===== src/rtl/register_file_2r1w_pkg.sv =====
// Shared constants for the 2-read / 1-write register file.
// Combinational definitions only; no latency, no backpressure.
// Imported by the bank and the top level.
package register_file_2r1w_pkg;

    localparam int REG_COUNT      = 32;
    localparam int REG_WIDTH      = 32;
    localparam int REG_ADDR_WIDTH = 5;
    localparam int ZERO_REG       = 0;

    typedef logic [REG_WIDTH-1:0]      reg_dat_t;
    typedef logic [REG_ADDR_WIDTH-1:0] reg_addr_t;
    typedef reg_dat_t [REG_COUNT-1:0]  reg_array_t;

endpackage


===== src/rtl/register_file_2r1w_bank.sv =====
// Storage bank: 32 x 32-bit resettable flops with a 5:32 write decoder.
// Write takes effect at the clock edge; entries are exposed unregistered.
// No backpressure; a write is always accepted.
module register_bank_32x32
    import register_file_2r1w_pkg::*;
(
    input  logic       CLK,
    input  logic       RST,
    input  logic       i_we,
    input  reg_addr_t  i_waddr,
    input  reg_dat_t   i_wdata,
    output reg_array_t o_entries
);

    logic [REG_COUNT-1:0] w_dec;
    reg_array_t           r_entries;

    assign w_dec = i_we ? (REG_COUNT'(1) << i_waddr) : '0;

    always_ff @(posedge CLK or negedge RST) begin
        if (!RST) begin
            r_entries <= '0;
        end else begin
            for (int i = 0; i < REG_COUNT; i++) begin
                if (w_dec[i]) begin
                    r_entries[i] <= i_wdata;
                end
            end
        end
    end

    assign o_entries = r_entries;

endmodule


===== src/rtl/register_file_2r1w_mux.sv =====
// Library mux cells: 32-bit 32:1 and 32-bit 2:1 selectors.
// Purely combinational; zero latency.
// No flow control.
module MUX32_32x1
    import register_file_2r1w_pkg::*;
(
    input  reg_array_t i_d,
    input  reg_addr_t  i_sel,
    output reg_dat_t   o_y
);

    assign o_y = i_d[i_sel];

endmodule

module MUX32_2x1
    import register_file_2r1w_pkg::*;
(
    input  reg_dat_t i_d0,
    input  reg_dat_t i_d1,
    input  logic     i_sel,
    output reg_dat_t o_y
);

    assign o_y = i_sel ? i_d1 : i_d0;

endmodule


===== src/rtl/register_file_2r1w.sv =====
// 32 x 32 register file, two read ports with write-first forwarding, one write port.
// Read data registered: one-cycle latency, RD_VALID marks the cycle after a READ.
// No backpressure; every READ/WRITE is accepted on the edge it is sampled.
module register_file_2r1w
    import register_file_2r1w_pkg::*;
#(
    parameter int DATA_WIDTH = REG_WIDTH,
    parameter int ADDR_WIDTH = REG_ADDR_WIDTH,
    parameter int ZERO_REG   = register_file_2r1w_pkg::ZERO_REG
) (
    input  logic                  CLK,
    input  logic                  RST,
    input  logic                  READ,
    input  logic                  WRITE,
    input  logic [ADDR_WIDTH-1:0] ADDR_R1,
    input  logic [ADDR_WIDTH-1:0] ADDR_R2,
    input  logic [ADDR_WIDTH-1:0] ADDR_W,
    input  logic [DATA_WIDTH-1:0] DATA_W,
    output logic [DATA_WIDTH-1:0] DATA_R1,
    output logic [DATA_WIDTH-1:0] DATA_R2,
    output logic                  RD_VALID
);

    localparam logic [ADDR_WIDTH-1:0] ZERO_ADDR = ADDR_WIDTH'(ZERO_REG);

    reg_array_t w_entries;
    reg_dat_t   w_mux_r1;
    reg_dat_t   w_mux_r2;
    reg_dat_t   w_fwd_r1;
    reg_dat_t   w_fwd_r2;
    logic       w_we;
    logic       w_hit_r1;
    logic       w_hit_r2;

    reg_dat_t   r_data_r1;
    reg_dat_t   r_data_r2;
    logic       r_rd_valid;

    // Writes to the hardwired-zero index never reach the bank.
    assign w_we     = WRITE && (ADDR_W != ZERO_ADDR);
    assign w_hit_r1 = WRITE && (ADDR_W == ADDR_R1);
    assign w_hit_r2 = WRITE && (ADDR_W == ADDR_R2);

    register_bank_32x32 u_bank (
        .CLK       (CLK),
        .RST       (RST),
        .i_we      (w_we),
        .i_waddr   (ADDR_W),
        .i_wdata   (DATA_W),
        .o_entries (w_entries)
    );

    MUX32_32x1 u_rd_mux_r1 (
        .i_d   (w_entries),
        .i_sel (ADDR_R1),
        .o_y   (w_mux_r1)
    );

    MUX32_32x1 u_rd_mux_r2 (
        .i_d   (w_entries),
        .i_sel (ADDR_R2),
        .o_y   (w_mux_r2)
    );

    MUX32_2x1 u_fwd_mux_r1 (
        .i_d0  (w_mux_r1),
        .i_d1  (DATA_W),
        .i_sel (w_hit_r1),
        .o_y   (w_fwd_r1)
    );

    MUX32_2x1 u_fwd_mux_r2 (
        .i_d0  (w_mux_r2),
        .i_d1  (DATA_W),
        .i_sel (w_hit_r2),
        .o_y   (w_fwd_r2)
    );

    // Zero override sits after forwarding so a dropped r0 write never leaks out.
    always_ff @(posedge CLK or negedge RST) begin
        if (!RST) begin
            r_data_r1  <= '0;
            r_data_r2  <= '0;
            r_rd_valid <= 1'b0;
        end else begin
            r_rd_valid <= READ;
            if (READ) begin
                r_data_r1 <= (ADDR_R1 == ZERO_ADDR) ? '0 : w_fwd_r1;
                r_data_r2 <= (ADDR_R2 == ZERO_ADDR) ? '0 : w_fwd_r2;
            end
        end
    end

    assign DATA_R1  = r_data_r1;
    assign DATA_R2  = r_data_r2;
    assign RD_VALID = r_rd_valid;

endmodule


===== config.mk =====
export PLATFORM = sky130hd
export DESIGN_NAME = register_file_2r1w
export DESIGN_NICKNAME = d
export VERILOG_FILES = /design/src/rtl/register_file_2r1w_pkg.sv /design/src/rtl/register_file_2r1w_bank.sv /design/src/rtl/register_file_2r1w_mux.sv /design/src/rtl/register_file_2r1w.sv
export SDC_FILE = /design/constraint.sdc
export NUM_CORES = 2
export LEC_CHECK = 0
export ABC_AREA = 1
export BUFFER_PORTS_ARGS = -buffer_cell sky130_fd_sc_hd__buf_2
export CORE_MARGIN = 2
export CORE_UTILIZATION = 35
export CTS_CLUSTER_SIZE = 24
export DETAILED_ROUTE_END_ITERATION = 8
export PLACE_DENSITY = 0.52
export REMOVE_ABC_BUFFERS = 1
export SYNTH_ARGS = -nofsm -noshare
export SYNTH_HDL_FRONTEND = slang
export SYNTH_HIERARCHICAL = 1
export SYNTH_SLANG_ARGS = --single-unit

===== constraint.sdc =====
create_clock -name CLK -period 2.05 [get_ports CLK]
set_clock_uncertainty 0.05 [all_clocks]
set_input_delay 0.1025 -clock CLK [delete_from_list [all_inputs] [get_ports CLK]]
set_output_delay 0.1025 -clock CLK [all_outputs]
set_load 0.05 [all_outputs]

# Yosys cells after proc, flatten, opt, wreduce, memory -nomap -nowiden
# Cells that the tools add are included.
op_classes:
  order_cmp: 2
  eq_ne: 2
  n_shift: 1
  muxes: 9
  n_reduce_logical: 6
ops:
  columns: ["operator", "n"]
  rows:
  - ["$bmux 32 s5", 2]
  - ["$mux 32", 7]
  - ["$shl 1x5->32 const A", 1]
  - ["$lt 5x6->1 const B", 2]
  - ["$eq 5x5->1", 2]
  - ["$logic_not 5->1", 2]
  - ["$reduce_bool 5->1", 1]
  - ["$logic_and 1x1->1", 3]
totals:
  regBits: 1089
  inputBits: 51
  out_inout_bits: 65
  wordCells: 55

# Depth between registers and ports, before layout
depth:
  word_depth: 4
  ltp_mapped: 18
  depth_no_buf: 15

# Cells and area by module
# Netlist, hierarchy kept.
modules_own_cells:
  columns: ["mod", "n_inst", "cells_each", "area_per_inst_um2", "seq_area_each_um2"]
  rows:
  - ["register_bank_32x32", 1, 4603, 40840.4, 25624.6]
  - ["MUX32_32x1", 2, 2431, 10796.6, 0.0]
  - ["register_file_2r1w", 1, 462, 3301.9, 1626.6]
  - ["MUX32_2x1", 2, 104, 491.7, 0.0]

# Worst setup path after synthesis
# OpenSTA, ideal clock, no wires.
synth_timing:
  path_type: "input-to-reg"
  from: "in ADDR_W[0]"
  to: "reg u_bank.r_entries, in the netlist u_bank/o_entries[545]"
  setup_ns: 0.066
  arrival_ns: 1.350
  required_ns: 1.934
  setup_slack_ns: 0.583
  cell_stages: 11
  path_buffers: 2
  path_cell_list: "inv_1 > nand2_1 > o21ai_0 > inv_1 > nand2_2 > inv_1 > buf_2 > nand3_1 > clkbuf_1 > nand2_1 > nand2_1"
synth_via:
  elab_chain_len: 3
  elab_cells_between_ends: 4
  cone_classes: "1 x shift; 1 x mux; 2 x reduce/logical"
synth_lines:
  columns: ["item", "line", "text"]
  rows:
  - ["start, declared", "register_file_2r1w.sv:17", "input logic [ADDR_WIDTH-1:0] ADDR_W,"]
  - ["$reduce_bool 5->1", "register_file_2r1w.sv:40", "assign w_we = WRITE && (ADDR_W != ZERO_ADDR);"]
  - ["$logic_and 1x1->1", "register_file_2r1w.sv:40", null]
  - ["net w_we", "register_file_2r1w.sv:31", "logic w_we;"]
  - ["$mux 32", "register_file_2r1w_bank.sv:18", "assign w_dec = i_we ? (REG_COUNT'(1) << i_waddr) : '0;"]
  - ["end signal, assigned by index", "register_file_2r1w_bank.sv:26", "r_entries[i] <= i_wdata;"]
  - ["end, declared", "register_file_2r1w_bank.sv:16", "reg_array_t r_entries;"]
# The timed path passes the listed nets, and every way through them passes these cells.
# A chain may end at the register's enable or synchronous reset.

# Worst setup path in the final report
layout_timing:
  from: "in ADDR_W[1]"
  to: "reg u_bank.r_entries, in the netlist u_bank/o_entries[152]"
# Same word-level chain as after synthesis.

==> impl_results.md <==
- Outcome: finished clean
- HPWL after detailed placement: approximately 200 mm
- DP Worst Slack: -116 ps
- Max Cap Violations: 0
- DRT Pass-1 Iters: 9
- Most frequent cells in the layout: nand2_1 (5768), nand3_1 (1671), dfrtp_1 (1089), nand4_1 (524), buf_4 (329)
- Flops & latches, synth: between 1000 and 1500
- Tightest Hold Check Type: input port to register
- Root Buffer: clkbuf_16
- CTS resizes: 0
- Wire length of the first global-routing pass: roughly 480 mm
- Critical Path Sink Type: register
- Worst EP required: 2720 ps
- Min Hold Slack: 70.8 ps
- Routability cong.: 0.931
- Synth Cell Area: about 67000 sq um
- Vias in the first global route: 69600
- Syn-to-layout area delta: 17.6%
- 1st-iter DRT viols: 11200
- FFs w/ async S/R, synth: 100%
- Critical path, cell by cell: dlygate4sd3_1 -> buf_2 -> inv_1 -> nand2_1 -> o21ai_0 -> inv_1 -> inv_1 -> nor2_4 -> inv_1 -> nor2_4 -> buf_12 -> nand2_1 -> nand2_1
- Slew at the pin with the worst max-slew slack: 823 ps
- Initial antenna violation count: 11
- Post-synth EDFFs: 0
- Placement Cell Area: 73300 sq um
- DRT Wirelength: 331 mm
- Peak VDD IR: 0.658 mV
- Top delay family on crit path: buffers and inverters
- Top_reg_cell synth: dfrtp_1
- CTS sink count: 1089
- Hold Vio Cnt, Final: 0
- ANT nets after route: 0
- Register area share after synthesis: 40.8%
- Die X: 441 um
- Commonest non-fill, non-tap cell in the layout: nand2_1
- H-tree levels: 4
- Pwr Density: ~900 nW/um^2
- CTS tree: done
- Synthesized area per cell: 6.58 sq um
- Setup CP Type: input port to register
- All-Layer GR Usage: 33.3%
- Initial Utilization: 35.2%
- Row cnt: 160
- I/O pins: roughly 120
- Pleak: between 40 and 50 nW
- Largest area contributor in the netlist: dfrtp_1
- Grt total ovfl: 0
- Worst Setup Start Kind: input port
- Routed WL per cell: between 20 and 30 um
- Unique cell type count in the Yosys netlist: 22
- Layout fillers: 19600
- Period utilization: 94.5%
- Post-synth top area share: 40.8%
- Fraction of layout cells with a size suffix above 1: 9.96%
- Slowest CP cell: dlygate4sd3_1
- Critical path data arrival time: 2610 ps
- CP most frequent cell: inv_1
- Largest cells by area after synthesis: dfrtp_1 (41%), nand2_1 (32%), nand3_1 (13%)
- Fin area: roughly 78000 sq um
- Setup violators final: 0
- Fmax: 516 MHz
- Max clock buf depth: 3
- Synth Warn #: 6
- Worst-Skew Late Latency: 810 ps
- CP bufs+invs: 7
- Register Area: around 27000 sq um
- Final worst slack: 113 ps
- Max-Slew Margin vs Limit: 45.1%
- # nets final: between 10000 and 15000
- Setup TNS: 0 ps
- CORE AREA: roughly 190000 sq um
- Via count: 73600
- Die H: 441 um
- Post-CTS setup buffer count: 0
- Number of port buffers: about 120
- Cells after synthesis: ~10000
- DR vias/cell: 5.78
- Die Area: 194000 sq um
- Num CTS Buffers: 135
- Final Core Density: between 40% and 50%
- CP max stage delay: 640 ps
- Largest net degree at the start of global routing: 137
- RSZ-0062 raised after global routing: no
- Area of the multi-input gates: 34000 sq um
- Worst-path fanout max: 21
- Hold Buf Count CTS: 40
- Max Slew Vio Count: 0
- R2R setup slack: 240 ps
- Final Critical Period: between 1500 and 2000 ps
- Worst-path clk slew: 50 ps
- DRC errors left: 0
[cell families (layout without fill, tap and decap cells)]
group	count (synthesis)	count (layout)	synth area share, %
simple gates	8044	8044	50.6
compound gates	1	1	0.00749
other cells	0	4	0
flops	1089	1089	40.8
buf+inv	1001	1088	8.59
[per-layer routing]
layer / up-vias / part of all wire [%] / GRT usage (%)
met1: 35200 / 39 / 43.7
met4: 4 / 6.7 / 19.7
met5: - / 0.0082 / 0
met2: 4888 / 43 / 50.8
li1: 32500 / - / -
met3: 1053 / 11 / 6.56
[synth_stat cells (4+ instances only)]
library cell / instances
buf_1: 42
buf_12: 5
buf_2: 350
buf_4: 90
buf_6: 125
buf_8: 7
clkbuf_1: 276
clkbuf_8: 6
clkinv_1: 59
dfrtp_1: 1089
inv_1: 28
inv_2: 7
inv_8: 4
nand2_1: 5776
nand2_2: 23
nand3_1: 1687
nand4_1: 524
nor2_1: 22
nor2_2: 10
[power breakdown]
part	total [W]	internal, W	switching, W
clock	0.0258	0.0154	0.0104
sequential	0.0290	0.0255	0.00349
combinational	0.0156	0.00542	0.0102
total	0.0703	0.0463	0.0240
[registers in the layout (all words and copies together), names as in the netlist]
signal,count
DATA_R2,32
u_bank/o_entries,1024
DATA_R1,32
RD_VALID,1
[stage by stage]
step / power, W / instances
final: 0.0703 / 12700
after CTS: 0.0702 / 12700
after global routing: 0.0735 / 12700
after detailed placement: 0.0443 / 12500
after global placement: 0.0441 / 12500
after floorplan: 0.0370 / 9232
[worst reg2reg max path, delay by kind of cell (launching register included)]
kind,cells,cell delay [ps]
buf+inv,1,60
flops,1,390
simple gates,13,1180
[path summary, 6_finish.rpt]
path                                       startpoint                     to  depth (start not counted)
worst min-delay path                       ADDR_R2[4]            DATA_R2[28]                          6
worst max-delay path                        ADDR_W[1]  u_bank/o_entries[152]                         13
min in group asynchronous                         RST            DATA_R2[22]                          3
worst max register to register  u_bank/o_entries[443]            DATA_R2[27]                         14
worst min register to register            DATA_R2[13]            DATA_R2[13]                          2
max in group asynchronous                         RST   u_bank/o_entries[69]                          3
[final cells by class]
type / instances / share of cell area [%]
clock buffers: 201 / 5.31
repair buffers: 750 / 11.3
clock inverters: 39 / 0.689
inverters: 98 / 0.609
well taps: 2511 / 4.01
diodes: 4 / 0.0128
multi-input cells: 8045 / 43.3
flip-flops and latches: 1089 / 34.7
(Power assumes the default switching activity.)
